**src/rtl/sqrt_pkg.sv**
```systemverilog
// rtl/sqrt_pkg.sv - shared state encoding and init constants for the odd-sum square root
package sqrt_pkg;

    typedef enum logic [1:0] {
        IDLE = 2'd0,
        ITER = 2'd1,
        DONE = 2'd2
    } state_t;

    localparam int SUM_INIT = 1;
    localparam int ODD_INIT = 3;
    localparam int ODD_STEP = 2;

endpackage

```
**src/rtl/sqrt_odd_datapath.sv**
```systemverilog
// rtl/sqrt_odd_datapath.sv - sum/odd/count registers, adders and sum<=n comparator
module sqrt_odd_datapath
    import sqrt_pkg::*;
#(
    parameter int WIDTH = 16,
    parameter int RW    = WIDTH / 2
) (
    input  logic             clock,
    input  logic             reset,
    input  logic             load,
    input  logic             step,
    input  logic [WIDTH-1:0] radicand,
    output logic             le_flag,
    output logic [RW-1:0]    cnt
);

    // sum needs one extra bit: it reaches 2^WIDTH on the largest radicand
    logic [WIDTH:0]   sum;
    logic [RW+1:0]    odd;
    logic [WIDTH-1:0] n_q;

    always_ff @(posedge clock) begin
        if (!reset) begin
            sum <= (WIDTH+1)'(SUM_INIT);
            odd <= (RW+2)'(ODD_INIT);
            cnt <= '0;
            n_q <= '0;
        end else if (load) begin
            sum <= (WIDTH+1)'(SUM_INIT);
            odd <= (RW+2)'(ODD_INIT);
            cnt <= '0;
            n_q <= radicand;
        end else if (step) begin
            sum <= sum + (WIDTH+1)'(odd);
            odd <= odd + (RW+2)'(ODD_STEP);
            cnt <= cnt + 1'b1;
        end
    end

    assign le_flag = (sum <= {1'b0, n_q});

endmodule

```
**src/rtl/sqrt_odd_sum_unit.sv**
```systemverilog
// rtl/sqrt_odd_sum_unit.sv - iterative integer square root by odd-number summation
module sqrt_odd_sum_unit
    import sqrt_pkg::*;
#(
    parameter int WIDTH = 16
) (
    input  logic                 clock,
    input  logic                 reset,
    input  logic                 start,
    input  logic [WIDTH-1:0]     radicand,
    output logic                 busy,
    output logic                 done,
    output logic [WIDTH/2-1:0]   root
);

    localparam int RW = WIDTH / 2;

    state_t        state;
    state_t        state_next;
    logic          load;
    logic          step;
    logic          le_flag;
    logic [RW-1:0] cnt;

    sqrt_odd_datapath #(
        .WIDTH (WIDTH),
        .RW    (RW)
    ) u_datapath (
        .clock    (clock),
        .reset    (reset),
        .load     (load),
        .step     (step),
        .radicand (radicand),
        .le_flag  (le_flag),
        .cnt      (cnt)
    );

    always_ff @(posedge clock) begin
        if (!reset) begin
            state <= IDLE;
        end else begin
            state <= state_next;
        end
    end

    always_comb begin
        state_next = state;
        load       = 1'b0;
        step       = 1'b0;
        case (state)
            IDLE: begin
                if (start) begin
                    load       = 1'b1;
                    state_next = ITER;
                end
            end
            ITER: begin
                if (le_flag) begin
                    step = 1'b1;
                end else begin
                    state_next = DONE;
                end
            end
            DONE: begin
                state_next = IDLE;
            end
            default: begin
                state_next = IDLE;
            end
        endcase
    end

    // root only moves on the ITER->DONE edge so it holds across later runs
    always_ff @(posedge clock) begin
        if (!reset) begin
            root <= '0;
        end else if (state == ITER && !le_flag) begin
            root <= cnt;
        end
    end

    assign busy = (state == ITER) || (state == DONE);
    assign done = (state == DONE);

endmodule

```
**config.mk**
```make
export PLATFORM = sky130hd
export DESIGN_NAME = sqrt_odd_sum_unit
export DESIGN_NICKNAME = d
export VERILOG_FILES = /design/src/rtl/sqrt_pkg.sv /design/src/rtl/sqrt_odd_datapath.sv /design/src/rtl/sqrt_odd_sum_unit.sv
export SDC_FILE = /design/constraint.sdc
export NUM_CORES = 1
export LEC_CHECK = 0
export BUFFER_PORTS_ARGS = -buffer_cell sky130_fd_sc_hd__clkbuf_2
export CAP_MARGIN = 20
export CELL_PAD_IN_SITES_DETAIL_PLACEMENT = 0
export CELL_PAD_IN_SITES_GLOBAL_PLACEMENT = 1
export CORE_MARGIN = 2
export CORE_UTILIZATION = 40
export CTS_CLUSTER_SIZE = 40
export DETAILED_ROUTE_END_ITERATION = 8
export GPL_ROUTABILITY_DRIVEN = 1
export GPL_TIMING_DRIVEN = 0
export MAX_ROUTING_LAYER = met4
export PLACE_DENSITY = 0.8
export SETUP_SLACK_MARGIN = 0.5
export SLEW_MARGIN = 20
export SYNTH_ARGS = -nofsm -noshare
export SYNTH_HDL_FRONTEND = slang
export SYNTH_SLANG_ARGS = --single-unit
```
**constraint.sdc**
```tcl
create_clock -name clock -period 3.2 [get_ports clock]
set_input_delay 0.16 -clock clock [delete_from_list [all_inputs] [get_ports clock]]
set_output_delay 0.16 -clock clock [all_outputs]
set_load 0.05 [all_outputs]
```
==> results.toml <==
[synthesis]
synth-seq-area-share_pct = 36.5
post_synthesis_instance_total = 393
synthSimpleGateAreaFrac_pct = 22.0
yosys.cell_count.top_type = "sky130_fd_sc_hd__nand2_1"
synth_area_leaders = "sky130_fd_sc_hd__dfxtp_1 37%, sky130_fd_sc_hd__ha_1 12%, sky130_fd_sc_hd__nand2_1 8.0%, sky130_fd_sc_hd__a21oi_1 5.0%, sky130_fd_sc_hd__a21boi_0 3.9%"
mapped_cell_area_sq_um = 3290
post-synth-top-area-fraction_pct = 36.5
syn_avg_cell_area_sq_um = 8.37
synth.largest_area_cell = "sky130_fd_sc_hd__dfxtp_1"
synthesis.nets = 444
ys_dominant_reg_cell = "sky130_fd_sc_hd__dfxtp_1"
yosys.cell_types.count = 43
synth.cells.most_frequent = "70 x sky130_fd_sc_hd__nand2_1, 60 x sky130_fd_sc_hd__dfxtp_1, 33 x sky130_fd_sc_hd__a21oi_1, 31 x sky130_fd_sc_hd__ha_1, 29 x sky130_fd_sc_hd__inv_1"
synth_top_family_by_area = "simple AND/OR/NAND/NOR gates"
multiplexer_share_of_the_synthesized_area_pct = 3.04
post_synth_fa_ha_maj_area_fraction_pct = 12.4
synthArstFlopShare_pct = 0
yosys_warnings = 0
synth_compound_area_share_pct = 17.4
synthesis_stage_register_bit_count = 60
synth-edff-count = 0
synth_xor_xnor_area_share_pct = 3.20

[die]
rows = 33
floorplan.initialDensity_pct = 40.6
core_sq_um = 8090
die_w_um = 94.7
boundaryPins = 29
floorplan.die.height_um = 94.7
fp.dieArea_sq_um = 8960

[finish]
design.final.nets = 484
final_layout_size_suffix_gt1_share_pct = 13.0
final_area_sq_um = 3790
antennaDiodeCount = 0
area_growth_pct = 15.3
fin_cells = 543
layout_fillers = 835
layout.core_utilization_pct = 46.9

[sta]
fin_tns_setup_ns = 0
maxSlewViolCount = 0
worst_slew_margin_rel_pct = 65.7
post-route-period-util_pct = 77.8
max_slew.worst_pin.slew_ns = 0.514
finalSetupViolations = 0
grt_setup_unrepaired = "yes"
clock.fmax_mhz = 402
period_needed_ns = 2.49
fin_worst_skew_ns = 0.00889
fin_hold_ws_ns = 0.0314
report.final.hold_viol_count = 0
timing.final.ws_setup_ns = 0.709

[route]
drc = 0
finalWirelength_um = 6840
dr_total_vias = 2747
avgViaCountPerCell = 5.06
first_iter_violations = 89
drt_pass1_iterations = 4
antenna_violating_nets_post_route = 0
routedWlPerCell_um = 12.6

[cts]
clock-sinks = 60
clockRootBuffer = "sky130_fd_sc_hd__clkbuf_8"
path_clk_slew_ns = 0.08
tritoncts.num_buffers = 9
cts.path.max_buffers = 2
cts_tree = "built"
clk_latency_ns = 0.35
cts-htree-levels = 3

[power]
power-per-cell-area_nw_per_um2 = 638
power.static_leakage_nw = 1.44
comb_power_share_pct = 31.6
vdd_ir_drop_max_v = 0.000204
overall_power_of_the_completed_layout_mw = 2.42
power_frac_seq_pct = 36.3
net_switching_share_of_the_total_power_pct = 35.7
clock_power_share_pct = 32.1
total_switching_power_mw = 0.864
internal-power_mw = 1.56

[global_route]
groute.layer.met3.usage_pct = 3.35
global_route.usage.total_pct = 17.3
grt_busiest_layer = "met2"
number_of_global_route_vias_before_repair = 2547
grt_first_pass_wirelength_um = 11600
grt_max_degree = 13
grt_antenna_before_repair = 0
grt.met1_usage_pct = 20.7
globalRouteOverflowTotal = 0
global_route.usage.met2_pct = 27.7

[hold_path]
min_delay_worst_endpoint = "u_datapath.n_q[9]"
holdPathStages = 3
min-delay-path-class = "in2reg"
worst_hold_startpoint = "radicand[9]"

[setup_path]
critPathLaunch = "u_datapath.sum[10]"
reg2reg_to = "u_datapath.odd[3]"
critical_path_class = "reg2reg"
worst_ep_arrival_time_ns = 2.77
rr_startpoint = "u_datapath.sum[10]"
critPathCaptureType = "flop"
timing.critical_path.required_ns = 3.47
reg2regPathDepth = 10
worst_setup_path_start_kind = "flop"
r2r_slack_ns = 0.71
timing.critical_path.fanout_max = 10

[placed_design]
place_inst = 526
dpl-instance-area_sq_um = 3560
placement.io_buffers = 28
placement.setup.worst_slack_ns = 0.683
placer_congestion_estimate = 0.825
detailedPlacementHpwl_um = 5080

[status]
result_of_the_run = "completed"

[job]
max_cap_viol_count = 0
critical path, stage by stage, from the launching register on:
cell,delay (ns)
sky130_fd_sc_hd__dfxtp_1,0.38
sky130_fd_sc_hd__ha_1,0.32
sky130_fd_sc_hd__nand4_1,0.16
sky130_fd_sc_hd__nor4_2,0.30
sky130_fd_sc_hd__a21oi_1,0.16
sky130_fd_sc_hd__a21boi_4,0.31
sky130_fd_sc_hd__nand2b_4,0.23
sky130_fd_sc_hd__buf_6,0.16
sky130_fd_sc_hd__buf_4,0.20
sky130_fd_sc_hd__o21ai_1,0.07
sky130_fd_sc_hd__a21oi_1,0.13
worst max-delay path by stage:
| stage | cells after the start | to | slack [ns] |
|---|---|---|---|
| global placement | 9 | u_datapath.sum[14] | 0.67 |
| floorplan | 9 | u_datapath.sum[14] | 0.94 |
| CTS | 9 | u_datapath.sum[14] | 0.65 |
| finish | 10 | u_datapath.odd[3] | 0.71 |
| detailed placement | 9 | u_datapath.sum[14] | 0.68 |
| global route | 10 | u_datapath.cnt[1] | 0.50 |
cell type report:
cell class	instances	area [sq um]	share of cell area (%)
buffer	14	70.1	1.85
tap	105	131	3.46
sequential	60	1200	31.7
inverter	29	109	2.87
multi-input combinational	290	1910	50.3
timing repair buffer	29	148	3.89
clock inverter	7	100	2.64
clock buffer	9	124	3.27
registers in the layout (all words and copies together), names as in the netlist:
name and cells:
u_datapath.n_q 16, u_datapath.odd 9, u_datapath.sum 17, u_datapath.cnt 8, state 2, root 8
kinds of logic after synthesis:
family	Yosys count
multiplexers	10
AND/OR/NAND/NOR	147
flip-flops	60
AO/OA/AOI/OAI	89
buffers and inverters	43
adder cells (fa/ha/maj)	32
XOR/XNOR	12
power by group through the flow:
stage               Combinational, mW  Sequential, mW  Clock (mW)
floorplan                       0.590           0.877           0
global placement                0.749           0.893           0
detailed placement              0.760           0.896           0
CTS                             0.761           0.878       0.791
global route                    0.871           0.891       0.825
finish                          0.764           0.879       0.778
repair_timing:
action                     CTS  global route
hold buffers                 0             0
buffers inserted             0             1
hold endpoints to repair     0             0
resized for setup            0             1
setup endpoints to repair    0             3
metal layers:
layer,share of wire (%),routed length (um),vias up
li1,-,-,1443
met1,50,3410,1250
met2,45,3060,40
met3,3.0,208,14
met4,2.4,163,0
met5,0,0,-
cell usage in the layout (no fill, tap or decap), types with 3 or more instances in the layout:
cell type	synthesis	routed
sky130_fd_sc_hd__nor2_1	17	17
sky130_fd_sc_hd__mux2i_1	10	10
sky130_fd_sc_hd__dfxtp_1	60	59
sky130_fd_sc_hd__o21ai_0	13	13
sky130_fd_sc_hd__nand4_1	6	6
sky130_fd_sc_hd__nor4_1	3	3
sky130_fd_sc_hd__nand2_1	70	70
sky130_fd_sc_hd__o21a_1	3	3
sky130_fd_sc_hd__clkinvlp_4	0	3
sky130_fd_sc_hd__o41ai_1	5	5
sky130_fd_sc_hd__buf_4	2	3
sky130_fd_sc_hd__nand3_1	10	10
sky130_fd_sc_hd__a211oi_1	5	5
sky130_fd_sc_hd__or3_1	8	8
sky130_fd_sc_hd__xnor2_1	10	10
sky130_fd_sc_hd__a21boi_0	17	17
sky130_fd_sc_hd__nand2b_1	5	5
sky130_fd_sc_hd__clkbuf_8	0	9
sky130_fd_sc_hd__a21oi_1	33	33
sky130_fd_sc_hd__nor2b_1	10	10
sky130_fd_sc_hd__ha_1	31	31
sky130_fd_sc_hd__clkbuf_2	0	28
sky130_fd_sc_hd__and2_1	5	5
sky130_fd_sc_hd__clkbuf_1	9	9
sky130_fd_sc_hd__inv_1	29	29
sky130_fd_sc_hd__o21ai_1	4	4
No activity file was read; power rests on OpenSTA's default activity.
